--- src/rtl/dsp_mac_sequencer_if.sv ---
// dsp_mac_sequencer_if: operand stream, result stream and DSP slice control bundle.
// Ports: in_* operand handshake, res_* result handshake, dsp_* slice control and P return.
interface dsp_mac_sequencer_if #(
    parameter int RES_W = 48
);
    logic             in_valid;
    logic             in_ready;
    logic [17:0]      in_a;
    logic [17:0]      in_b;
    logic             in_last;
    logic             res_valid;
    logic             res_ready;
    logic [RES_W-1:0] res_data;
    logic [17:0]      dsp_a;
    logic [17:0]      dsp_b;
    logic [7:0]       dsp_opmode;
    logic             dsp_cea;
    logic             dsp_ceb;
    logic             dsp_cem;
    logic             dsp_cep;
    logic             dsp_ceopmode;
    logic             dsp_rst;
    logic [47:0]      dsp_p;

    // Sequencer side: accepts operands, returns results, drives the slice.
    modport master (
        input  in_valid, in_a, in_b, in_last, res_ready, dsp_p,
        output in_ready, res_valid, res_data,
        output dsp_a, dsp_b, dsp_opmode,
        output dsp_cea, dsp_ceb, dsp_cem, dsp_cep, dsp_ceopmode, dsp_rst
    );

    // Environment side: operand source, result sink and slice.
    modport slave (
        output in_valid, in_a, in_b, in_last, res_ready, dsp_p,
        input  in_ready, res_valid, res_data,
        input  dsp_a, dsp_b, dsp_opmode,
        input  dsp_cea, dsp_ceb, dsp_cem, dsp_cep, dsp_ceopmode, dsp_rst
    );
endinterface

--- src/rtl/dsp_mac_sequencer.sv ---
// dsp_mac_sequencer: drives a DSP48A1-style slice as a MAC, returns dot products.
// Ports: CLK, RST (sync, active-high); bus (master): in_* pairs, res_* results,
// dsp_* slice operands/opmode/enables/reset and dsp_p feedback.
// Option: MAC_SAT_EN saturates res_data when dsp_p exceeds RES_W bits.
module dsp_mac_sequencer #(
    parameter int RES_W = 48
) (
    input logic                 CLK,
    input logic                 RST,
    dsp_mac_sequencer_if.master bus
);
    typedef enum logic [1:0] {
        S_IDLE,
        S_ACC,
        S_DRAIN,
        S_HOLD
    } state_t;

    state_t           r_state;
    state_t           w_next;
    logic [1:0]       r_cnt;
    logic             r_acc_d1;
    logic             r_acc_d2;
    logic [7:0]       r_opmode;
    logic             r_res_valid;
    logic [RES_W-1:0] r_res_data;

    logic             w_out_free;
    logic             w_in_ready;
    logic             w_acc;
    logic             w_first;
    logic             w_cap;
    logic [RES_W-1:0] w_res_next;

    assign w_out_free = !r_res_valid || bus.res_ready;

    always_comb begin
        w_in_ready = 1'b0;
        unique case (r_state)
            S_IDLE:  w_in_ready = w_out_free;
            S_ACC:   w_in_ready = 1'b1;
            S_DRAIN: w_in_ready = 1'b0;
            S_HOLD:  w_in_ready = bus.res_ready;
            default: w_in_ready = 1'b0;
        endcase
        if (RST) begin
            w_in_ready = 1'b0;
        end
    end

    assign w_acc = bus.in_valid && w_in_ready;
    // A tap taken while no job is open starts a new accumulation.
    assign w_first = (r_state == S_IDLE) || (r_state == S_HOLD);

    always_comb begin
        w_next = r_state;
        w_cap  = 1'b0;
        unique case (r_state)
            S_IDLE, S_HOLD: begin
                if (w_acc) begin
                    w_next = bus.in_last ? S_DRAIN : S_ACC;
                end else if (r_state == S_HOLD && bus.res_ready) begin
                    w_next = S_IDLE;
                end
            end
            S_ACC: begin
                if (w_acc && bus.in_last) begin
                    w_next = S_DRAIN;
                end
            end
            S_DRAIN: begin
                // Last tap reaches P after A1/B1, M and P stages.
                if (r_cnt == 2'd2) begin
                    w_cap  = 1'b1;
                    w_next = S_HOLD;
                end
            end
            default: w_next = S_IDLE;
        endcase
    end

`ifdef MAC_SAT_EN
    logic [47:0] w_hi;
    assign w_hi       = bus.dsp_p >> RES_W;
    assign w_res_next = (|w_hi) ? '1 : bus.dsp_p[RES_W-1:0];
`else
    logic w_unused_p;
    assign w_unused_p = ^bus.dsp_p;
    assign w_res_next = bus.dsp_p[RES_W-1:0];
`endif

    always_ff @(posedge CLK) begin
        if (RST) begin
            r_state     <= S_IDLE;
            r_cnt       <= 2'd0;
            r_acc_d1    <= 1'b0;
            r_acc_d2    <= 1'b0;
            r_opmode    <= 8'h00;
            r_res_valid <= 1'b0;
            r_res_data  <= '0;
        end else begin
            r_state  <= w_next;
            r_cnt    <= (r_state == S_DRAIN) ? r_cnt + 2'd1 : 2'd0;
            r_acc_d1 <= w_acc;
            r_acc_d2 <= r_acc_d1;
            // Z=0 on a job's first tap clears the previous sum;
            // otherwise Z=P, and cep gating keeps bubbles harmless.
            r_opmode <= (w_acc && w_first) ? 8'h01 : 8'h09;
            if (w_cap) begin
                r_res_valid <= 1'b1;
                r_res_data  <= w_res_next;
            end else if (bus.res_ready) begin
                r_res_valid <= 1'b0;
            end
        end
    end

    assign bus.in_ready     = w_in_ready;
    assign bus.res_valid    = r_res_valid;
    assign bus.res_data     = r_res_data;
    assign bus.dsp_a        = w_acc ? bus.in_a : 18'd0;
    assign bus.dsp_b        = w_acc ? bus.in_b : 18'd0;
    assign bus.dsp_cea      = w_acc;
    assign bus.dsp_ceb      = w_acc;
    assign bus.dsp_cem      = 1'b1;
    assign bus.dsp_ceopmode = 1'b1;
    assign bus.dsp_cep      = r_acc_d2;
    assign bus.dsp_opmode   = r_opmode;
    assign bus.dsp_rst      = RST;
endmodule
--- src/flat_wrapper.sv ---
// flat-port wrapper written by rule: the top's interface ports become plain ports
module dsp_mac_sequencer_flat 
#(
    parameter int RES_W = 48
)
  (CLK, RST, bus_in_valid, bus_in_a, bus_in_b, bus_in_last, bus_res_ready, bus_dsp_p, bus_in_ready, bus_res_valid, bus_res_data, bus_dsp_a, bus_dsp_b, bus_dsp_opmode, bus_dsp_cea, bus_dsp_ceb, bus_dsp_cem, bus_dsp_cep, bus_dsp_ceopmode, bus_dsp_rst);
  dsp_mac_sequencer_if #(.RES_W(RES_W)) bus_i ();
  input logic CLK;
  input logic RST;
  input wire logic [$bits(bus_i.in_valid)-1:0] bus_in_valid;
  input wire logic [$bits(bus_i.in_a)-1:0] bus_in_a;
  input wire logic [$bits(bus_i.in_b)-1:0] bus_in_b;
  input wire logic [$bits(bus_i.in_last)-1:0] bus_in_last;
  input wire logic [$bits(bus_i.res_ready)-1:0] bus_res_ready;
  input wire logic [$bits(bus_i.dsp_p)-1:0] bus_dsp_p;
  output wire logic [$bits(bus_i.in_ready)-1:0] bus_in_ready;
  output wire logic [$bits(bus_i.res_valid)-1:0] bus_res_valid;
  output wire logic [$bits(bus_i.res_data)-1:0] bus_res_data;
  output wire logic [$bits(bus_i.dsp_a)-1:0] bus_dsp_a;
  output wire logic [$bits(bus_i.dsp_b)-1:0] bus_dsp_b;
  output wire logic [$bits(bus_i.dsp_opmode)-1:0] bus_dsp_opmode;
  output wire logic [$bits(bus_i.dsp_cea)-1:0] bus_dsp_cea;
  output wire logic [$bits(bus_i.dsp_ceb)-1:0] bus_dsp_ceb;
  output wire logic [$bits(bus_i.dsp_cem)-1:0] bus_dsp_cem;
  output wire logic [$bits(bus_i.dsp_cep)-1:0] bus_dsp_cep;
  output wire logic [$bits(bus_i.dsp_ceopmode)-1:0] bus_dsp_ceopmode;
  output wire logic [$bits(bus_i.dsp_rst)-1:0] bus_dsp_rst;
  assign bus_i.in_valid = bus_in_valid;
  assign bus_i.in_a = bus_in_a;
  assign bus_i.in_b = bus_in_b;
  assign bus_i.in_last = bus_in_last;
  assign bus_i.res_ready = bus_res_ready;
  assign bus_i.dsp_p = bus_dsp_p;
  assign bus_in_ready = bus_i.in_ready;
  assign bus_res_valid = bus_i.res_valid;
  assign bus_res_data = bus_i.res_data;
  assign bus_dsp_a = bus_i.dsp_a;
  assign bus_dsp_b = bus_i.dsp_b;
  assign bus_dsp_opmode = bus_i.dsp_opmode;
  assign bus_dsp_cea = bus_i.dsp_cea;
  assign bus_dsp_ceb = bus_i.dsp_ceb;
  assign bus_dsp_cem = bus_i.dsp_cem;
  assign bus_dsp_cep = bus_i.dsp_cep;
  assign bus_dsp_ceopmode = bus_i.dsp_ceopmode;
  assign bus_dsp_rst = bus_i.dsp_rst;
  dsp_mac_sequencer #(.RES_W(RES_W)) u_core (.CLK(CLK), .RST(RST), .bus(bus_i));
endmodule
--- config.mk ---
export PLATFORM = sky130hd
export DESIGN_NAME = dsp_mac_sequencer_flat
export DESIGN_NICKNAME = d
export VERILOG_FILES = /design/src/rtl/dsp_mac_sequencer_if.sv /design/src/rtl/dsp_mac_sequencer.sv /design/src/flat_wrapper.sv
export SDC_FILE = /design/constraint.sdc
export NUM_CORES = 1
export LEC_CHECK = 0
export CAP_MARGIN = 20
export CORE_MARGIN = 2
export CORE_UTILIZATION = 33
export CTS_CLUSTER_DIAMETER = 150
export DETAILED_ROUTE_END_ITERATION = 12
export PLACE_DENSITY = 0.78
export SLEW_MARGIN = 20
export SYNTH_ARGS = -nofsm -noshare
export SYNTH_HDL_FRONTEND = slang
export SYNTH_SLANG_ARGS = --single-unit
--- constraint.sdc ---
create_clock -name CLK -period 2.1 [get_ports CLK]
set_input_delay 0.42 -clock CLK [delete_from_list [all_inputs] [get_ports CLK]]
set_output_delay 0.42 -clock CLK [all_outputs]
set_load 0.01 [all_outputs]
Yosys cells after proc, flatten, opt, wreduce, memory -nomap -nowiden --
Cells that the tools add are included.
Operators by class: add/sub/neg operators 1, multipliers 0, divide/modulo/power cells 0, $lt $le $gt $ge 0, equal/unequal tests 7, shift operators 0, muxes and demuxes 15, bitwise gates (word level) 1, reductions and logical operators 12
Operators with widths (count):
- 18-bit two-way mux | 2
- 2-bit two-way mux | 5
- 2-bit equality test (second input constant) | 3
- 2-bit case mux with 3 select lines | 1
- 1-bit two-way mux | 5
- 1-bit logical AND | 4
- 4-bit two-way mux | 1
- 2-bit by 1-bit != test with 1-bit output (second input constant) | 2
- 1-bit case mux with 4 select lines | 1
- 2-bit OR reduction | 2
- 3-bit by 1-bit != test with 1-bit output (second input constant) | 1
- 3-bit AND reduction | 1
- 2-bit by 1-bit adder with 2-bit output (second input constant) | 1
- 2-bit by 1-bit equality test with 1-bit output (second input constant) | 1
- 2-bit zero test | 1
- 1-bit logical OR | 2
- 2-bit nonzero test | 1
- 1-bit zero test | 1
- 1-bit NOT | 1
Word-level totals: register bits after elaboration 63, latch bits 0, RAM bits 0, memory bits (read-only) 0, input port bits 89, output and inout port bits 100, logic and storage cells 43, memories kept 0

Logic depth before layout (Yosys ltp) --
Gate-level depths: netlist of the first run.
word-level depth 8, depth in mapped cells 7, mapped depth without buffers 6

Worst setup path before layout of the first run --
Ideal clock, no wire load.
path type reg-to-output, from register u_core.r_state[0], to output port bus_dsp_a[0], arrival 1.548 ns, required time 1.680 ns, slack 0.132 ns, cell stages (with the launch flop) 8, buffers on the path 1, cells stage by stage dfxtp_1 -> inv_1 -> ha_1 -> a211oi_1 -> nand3b_4 -> inv_1 -> buf_2 -> and2_1
On the way: cells in the longest elaborated chain, start to end 5, elaborated cells on any way between the ends 8, classes of those cells eq/ne: 3; mux: 3; reduce/logical: 2
RTL lines:
- from (decl) | line dsp_mac_sequencer.sv:19 | state_t r_state;
- from (signal assigned) | line dsp_mac_sequencer.sv:102 | r_state <= w_next;
- 2-bit equality test (tied with other cells) | line dsp_mac_sequencer.sv:39 | unique case (r_state)
- 1-bit case mux with 4 select lines (*) | line dsp_mac_sequencer.sv:39
- 1-bit two-way mux (*) | line dsp_mac_sequencer.sv:46 | if (RST) begin
- 1-bit logical AND (*) | line dsp_mac_sequencer.sv:51 | assign w_acc = bus.in_valid && w_in_ready;
- via bus_dsp_cea | line flat_wrapper.sv:22 | output wire logic [$bits(bus_i.dsp_cea)-1:0] bus_dsp_cea;
- 18-bit two-way mux (*) | line dsp_mac_sequencer.sv:121 | assign bus.dsp_a = w_acc ? bus.in_a : 18'd0;
- to (decl) | line flat_wrapper.sv:19 | output wire logic [$bits(bus_i.dsp_a)-1:0] bus_dsp_a;
The timed path passes the listed nets; every way through them passes the cells marked *.

Worst setup path after layout of the first run --
from register u_core.r_state[0], to output port bus_dsp_b[8]
On the way: cells in the longest elaborated chain, start to end 5, elaborated cells on any way between the ends 8, classes of those cells eq/ne: 3; mux: 3; reduce/logical: 2
RTL lines:
- 2-bit equality test (tied with other cells) | line dsp_mac_sequencer.sv:39
- 1-bit case mux with 4 select lines (*) | line dsp_mac_sequencer.sv:39
- 1-bit two-way mux (*) | line dsp_mac_sequencer.sv:46
- 1-bit logical AND (*) | line dsp_mac_sequencer.sv:51
- 18-bit two-way mux (*) | line dsp_mac_sequencer.sv:122 | assign bus.dsp_b = w_acc ? bus.in_b : 18'd0;
- to (decl) | line flat_wrapper.sv:20 | output wire logic [$bits(bus_i.dsp_b)-1:0] bus_dsp_b;
Mark *: on every way between the ends. The rest lies on a longest branch, timed or not.

==> results of run 1 <==
where the power goes:
part	leakage [nW]	switching [mW]	internal, mW
Combinational	1.22	0.424	0.588
Sequential	0.461	0.0253	1.12
Clock	0.0912	0.449	0.544
critical path, cell delays in order (launching register included):
cell       delay (ns)
dfxtp_4          0.36
ha_1             0.22
a211oi_2         0.22
nand3b_4         0.20
inv_6            0.06
clkbuf_16        0.16
and2_1           0.16
buf_2            0.14
repair_timing:
action	4_1_cts	5_1_grt
hold buffers	0	0
setup buffers	3	1
pin swaps	2	0
setup endpoints to repair	39	43
cloned	2	1
resized for setup	169	3
cells in the final DEF (no fill, tap or decap), types with 2 or more instances in the layout:
master,netlist,final
clkdlybuf4s50_1,0,139
nand2_1,99,99
dfxtp_1,57,55
a21oi_1,49,49
and2_1,37,36
buf_2,5,36
buf_4,10,15
clkbuf_8,0,9
conb_1,2,8
inv_1,8,6
nor2_1,5,5
ha_1,6,4
clkinvlp_4,0,3
buf_6,1,3
mux2i_1,2,2
nor2b_1,2,2
clkinv_2,0,2
buf_16,0,2
layout make-up:
cell class / count / area [µm²]
fillers: 612 / 2730
well taps: 99 / 124
inverters: 8 / 35.0
multi-input cells: 221 / 1150
clock buffers: 9 / 124
repair buffers: 199 / 1840
flip-flops and latches: 57 / 1150
clock inverters: 7 / 71.3
diodes: 1 / 2.50
cells by family after synthesis:
group / Yosys count / synth area share [%]
flops: 57 / 46.9
compound gates: 56 / 12.6
fa+ha+maj: 6 / 3.08
other cells: 2 / 0.309
mux: 2 / 0.823
simple gates: 149 / 28.4
buf+inv: 37 / 7.81
state kept, by name (all words and copies together), names as in the netlist:
register,cells
u_core.bus.res_data,48
u_core.r_state,2
u_core.r_cnt,2
u_core.bus.dsp_cep,1
u_core.bus.res_valid,1
u_core.bus.dsp_opmode,2
u_core.r_acc_d1,1
per-stage QoR:
| stage | hold slack [ns] | util [%] | cells |
|---|---|---|---|
| 2_1_floorplan | 0.391 | - | 315 |
| 3_3_place_gp | 0.398 | 59.9 | 577 |
| 3_5_place_dp | 0.407 | 59.9 | 577 |
| 4_1_cts | 0.417 | 61.6 | 598 |
| 5_1_grt | 0.445 | 62.2 | 601 |
| 6_report | 0.419 | 62.2 | 601 |
worst paths after layout:
check	slack, ns	from	cells past startpoint	to
hold / removal	0.42	u_core.r_cnt[0]	1	u_core.r_cnt[0]
setup / recovery	-0.16	u_core.r_state[0]	7	bus_dsp_b[8]
setup reg to reg	0.33	u_core.r_state[1]	8	u_core.r_state[0]
hold reg to reg	0.42	u_core.r_cnt[0]	1	u_core.r_cnt[0]
metal layers:
metal	share of wire (%)	vias up	GRT usage, %
met3	8.9	16	7.54
met2	51	119	34.4
met4	2.7	0	8.33
li1	-	1339	-
met5	0	-	0
met1	37	1197	20.2
==> impl_metrics.toml, run 1 <==
[synth]
synth.distinct_cells = 27
netlist_instances = 309
ys_seq_area_share_pct = 46.9
yosysTopAreaCell = "dfxtp_1"
synth_commonest_cells = "nand2_1, dfxtp_1, a21oi_1"
synth_most_common_cell = "nand2_1"
synth_top_cells_by_area = "dfxtp_1, nand2_1, a21oi_1"
ys.flop_type = "dfxtp_1"
synthesis.area_um2 = 2430
synth-edff-count = 0
async_flop_share_pct = 0
yosys_warnings = 0
ys_seq_elements = 57
netlist.area_leader.share_pct = 46.9
syn_avg_cell_area_um2 = 7.88

[clocking]
clockRootBuffer = "clkbuf_8"
clock_path_buffers = 2
clock_latency_ns = 0.33
cts_buffers = 9
clock-sinks = 57
clk_pin_slew_ns = 0.06
cts_tree = "built"
ctsHtreeMaxLevel = 3

[floorplanning]
ioPinCount = 189
die-area_um2 = 8080
die_y_um = 89.9
initial_core_util_pct = 33.7
core_area_um2 = 7210
fp-row-count = 31
die_w_um = 89.9

[route]
via_per_inst = 4.44
drtAntennaViolNets = 0
wl_per_cell_um = 13.3
wl_um = 7980
drc = 0
drtPass1Iterations = 4
vias = 2671
drt_iter0_markers = 106

[setup_path]
required_ns = 1.68
cp_max_fo = 9
worstSetupPathType = "flop to primary output"
startpoint_type = "flop"
crit_arrival_ns = 1.84
crit_path_end_kind = "primary output"

[power]
powerDensity_nw_per_um2 = 703
ir_drop_mv = 0.435
p_total_mw = 3.15
p_leak_nw = 1.77

[layout]
fin_nets = 591
fin_area_um2 = 4490
area_growth_pct = 84.4
layout-drive-gt1-share_pct = 17.0

[place]
placed_area_um2 = 4320
gp_congestion = 0.829
io_buffers = 180
place_ws_ns = -0.601
dp_hpwl_um = 5710

[timing]
hold_viol_final = 0
fmax_ghz = 0.442
worst_pin_slew_ns = 0.568
min_period_ns = 2.26
rsz0062_at_grt = "true"
fin_skew_ns = 0.0113
setup_violations = 37
slew_viol_final = 0
slew_headroom_pct = 62.1
fin_tns_setup_ns = -4.70
setup_ws_ns = -0.162
post-route-period-util_pct = 108

[job]
max_cap_violations = 0

[hold_path]
hp-class = "flop to flop"

[global_routing]
antenna_found_initial = 1
grt_pass1_wl_um = 12700
grt_pass1_vias = 2545
grt_usage_pct = 19.3
grt_max_degree = 54
grt-ovfl-total = 0

[outcome]
violations = "setup timing"
status = "finished, violations left"
Power figures use the tool's default switching activity.
==> run 2: changes to the inputs <==
- CORE_MARGIN: 2 -> 4
==> impl_metrics.toml, run 2 (synthesis gave the netlist of run 1 again) <==
[timing]
min_period_ns = 2.23
fmax_ghz = 0.449
hold_viol_final = 0
slew_headroom_pct = 63.0
finalHoldWorstSlack_ns = 0.412
fin_tns_setup_ns = -4.02
rsz0062_at_grt = "true"
setup_ws_ns = -0.126
setup_violations = 36
worst_pin_slew_ns = 0.555
post-route-period-util_pct = 106
fin_skew_ns = 0.0115
slew_viol_final = 0

[place]
dp_cells = 579
dp_hpwl_um = 6250
io_buffers = 180
gp_congestion = 0.807
placed_area_um2 = 4330

[power]
p_int_mw = 2.55
p_comb_share_pct = 34.0
swShare_pct = 26.4
pwr-share-clk_pct = 32.6
p_leak_nw = 1.85
p_seq_share_pct = 33.4
ir_drop_mv = 0.396
p_switching_mw = 0.911
powerDensity_nw_per_um2 = 734

[layout]
finalNonFillerCells = 600
area_growth_pct = 93.5
layout-drive-gt1-share_pct = 21.0
layout_common_cells = "clkdlybuf4s50_1, nand2_1, dfxtp_1"
fin_area_um2 = 4710
largest_reg_flops = 48
fillers = 602
regArea_um2 = 1150
fin_nets = 593
multi_input_area_um2 = 1210
num_antenna_cells = 0
final_common_cell = "clkdlybuf4s50_1"

[route]
wl_per_cell_um = 14.5
drc = 0
drt_iter0_markers = 53
vias = 2709
via_per_inst = 4.52
wl_um = 8710
drtAntennaViolNets = 0
drtPass1Iterations = 7

[clocking]
ctsHtreeMaxLevel = 3
clock-sinks = 57
cts_buffers = 9
clockRootBuffer = "clkbuf_8"
clock_path_buffers = 2
clk_pin_slew_ns = 0.06
cts_tree = "built"
clock_latency_ns = 0.33

[floorplanning]
die_y_um = 93.9
fp-row-count = 31
core_area_um2 = 7210
initial_core_util_pct = 33.7
ioPinCount = 189
die-area_um2 = 8810
die_w_um = 93.9

[setup_path]
slowest_stage = "dfxtp_4"
worstSetupPathType = "flop to primary output"
required_ns = 1.68
crit_path_end_kind = "primary output"
crit_family = "buffers and inverters"
startpoint_type = "flop"
crit_chain = "inv_2, ha_4, a211oi_4, nand3b_4, inv_8, buf_12, and2_1, buf_2"
reg2reg_from = "u_core.r_state[0]"
cp_max_fo = 10
crit_arrival_ns = 1.81
setup.worst_path.start = "u_core.r_state[0]"
max_stage_delay_ns = 0.36
crit_buf_inv = 4

[global_routing]
grt_max_degree = 54
grt_usage_pct = 18.2
grt_pass1_wl_um = 12400
grt-ovfl-total = 0
grt_pass1_vias = 2586
antenna_found_initial = 0

[outcome]
violations = "setup timing"
status = "finished, violations left"

[job]
max_cap_violations = 0

[hold_path]
hp-start = "u_core.r_cnt[0]"
hp-class = "flop to flop"
## run 2: changes by cell type in the layout (fill, tap and decap cells not counted), moves of 2 or more
| cell | delta |
|---|---|
| buf_6 | +19 |
| clkbuf_8 | +2 |
| and2_1 | -18 |
| buf_2 | -17 |
| and2_4 | +18 |
| clkinvlp_4 | -3 |
## run 2: stage by stage
stage / power, mW / setup WS, ns / util [%]
floorplan: 1.60 / 0.132 / -
global placement: 2.07 / -0.521 / 60.1
detailed placement: 2.09 / -0.664 / 60.1
CTS: 3.26 / -0.155 / 61.9
global route: 3.61 / -0.212 / 65.3
finish: 3.46 / -0.126 / 65.3
## run 2: path summary, 6_finish.rpt
kind | cells past startpoint | slack [ns] | to
worst min register to register | 1 | 0.41 | u_core.r_cnt[0]
worst max-delay path | 8 | -0.13 | bus_dsp_b[9]
worst max register to register | 7 | 0.28 | u_core.r_state[0]
worst min-delay path | 1 | 0.41 | u_core.r_cnt[0]
## run 2: final cells by class
type                       count  area share [%]
tap                           99            2.63
clock buffer                  11            3.22
clock inverter                 3            1.38
sequential                    57            24.4
timing repair buffer         201            41.7
inverter                       8           0.904
multi-input combinational    221            25.8
## run 2: what timing repair did
action	CTS	global route
buffers inserted	2	1
pin swaps	2	8
resized for setup	162	54
cloned	2	2
hold endpoints to repair	0	0
hold buffers	0	0
endpoints found under the setup margin	39	39
## run 2: metal layers
layer	GRT usage [%]	wire length (µm)
met1	18.7	3220
met2	33.0	4520
met3	7.21	835
met4	6.50	131
met5	0	0
## run 2: power by group through the flow
stage                     Sequential [mW]  Clock, mW  Combinational (mW)
after CTS                            1.15       1.15               0.961
after detailed placement             1.16          0               0.934
after global routing                 1.16       1.20                1.26
after floorplan                      1.16          0               0.443
final                                1.16       1.13                1.17
after global placement               1.16          0               0.912
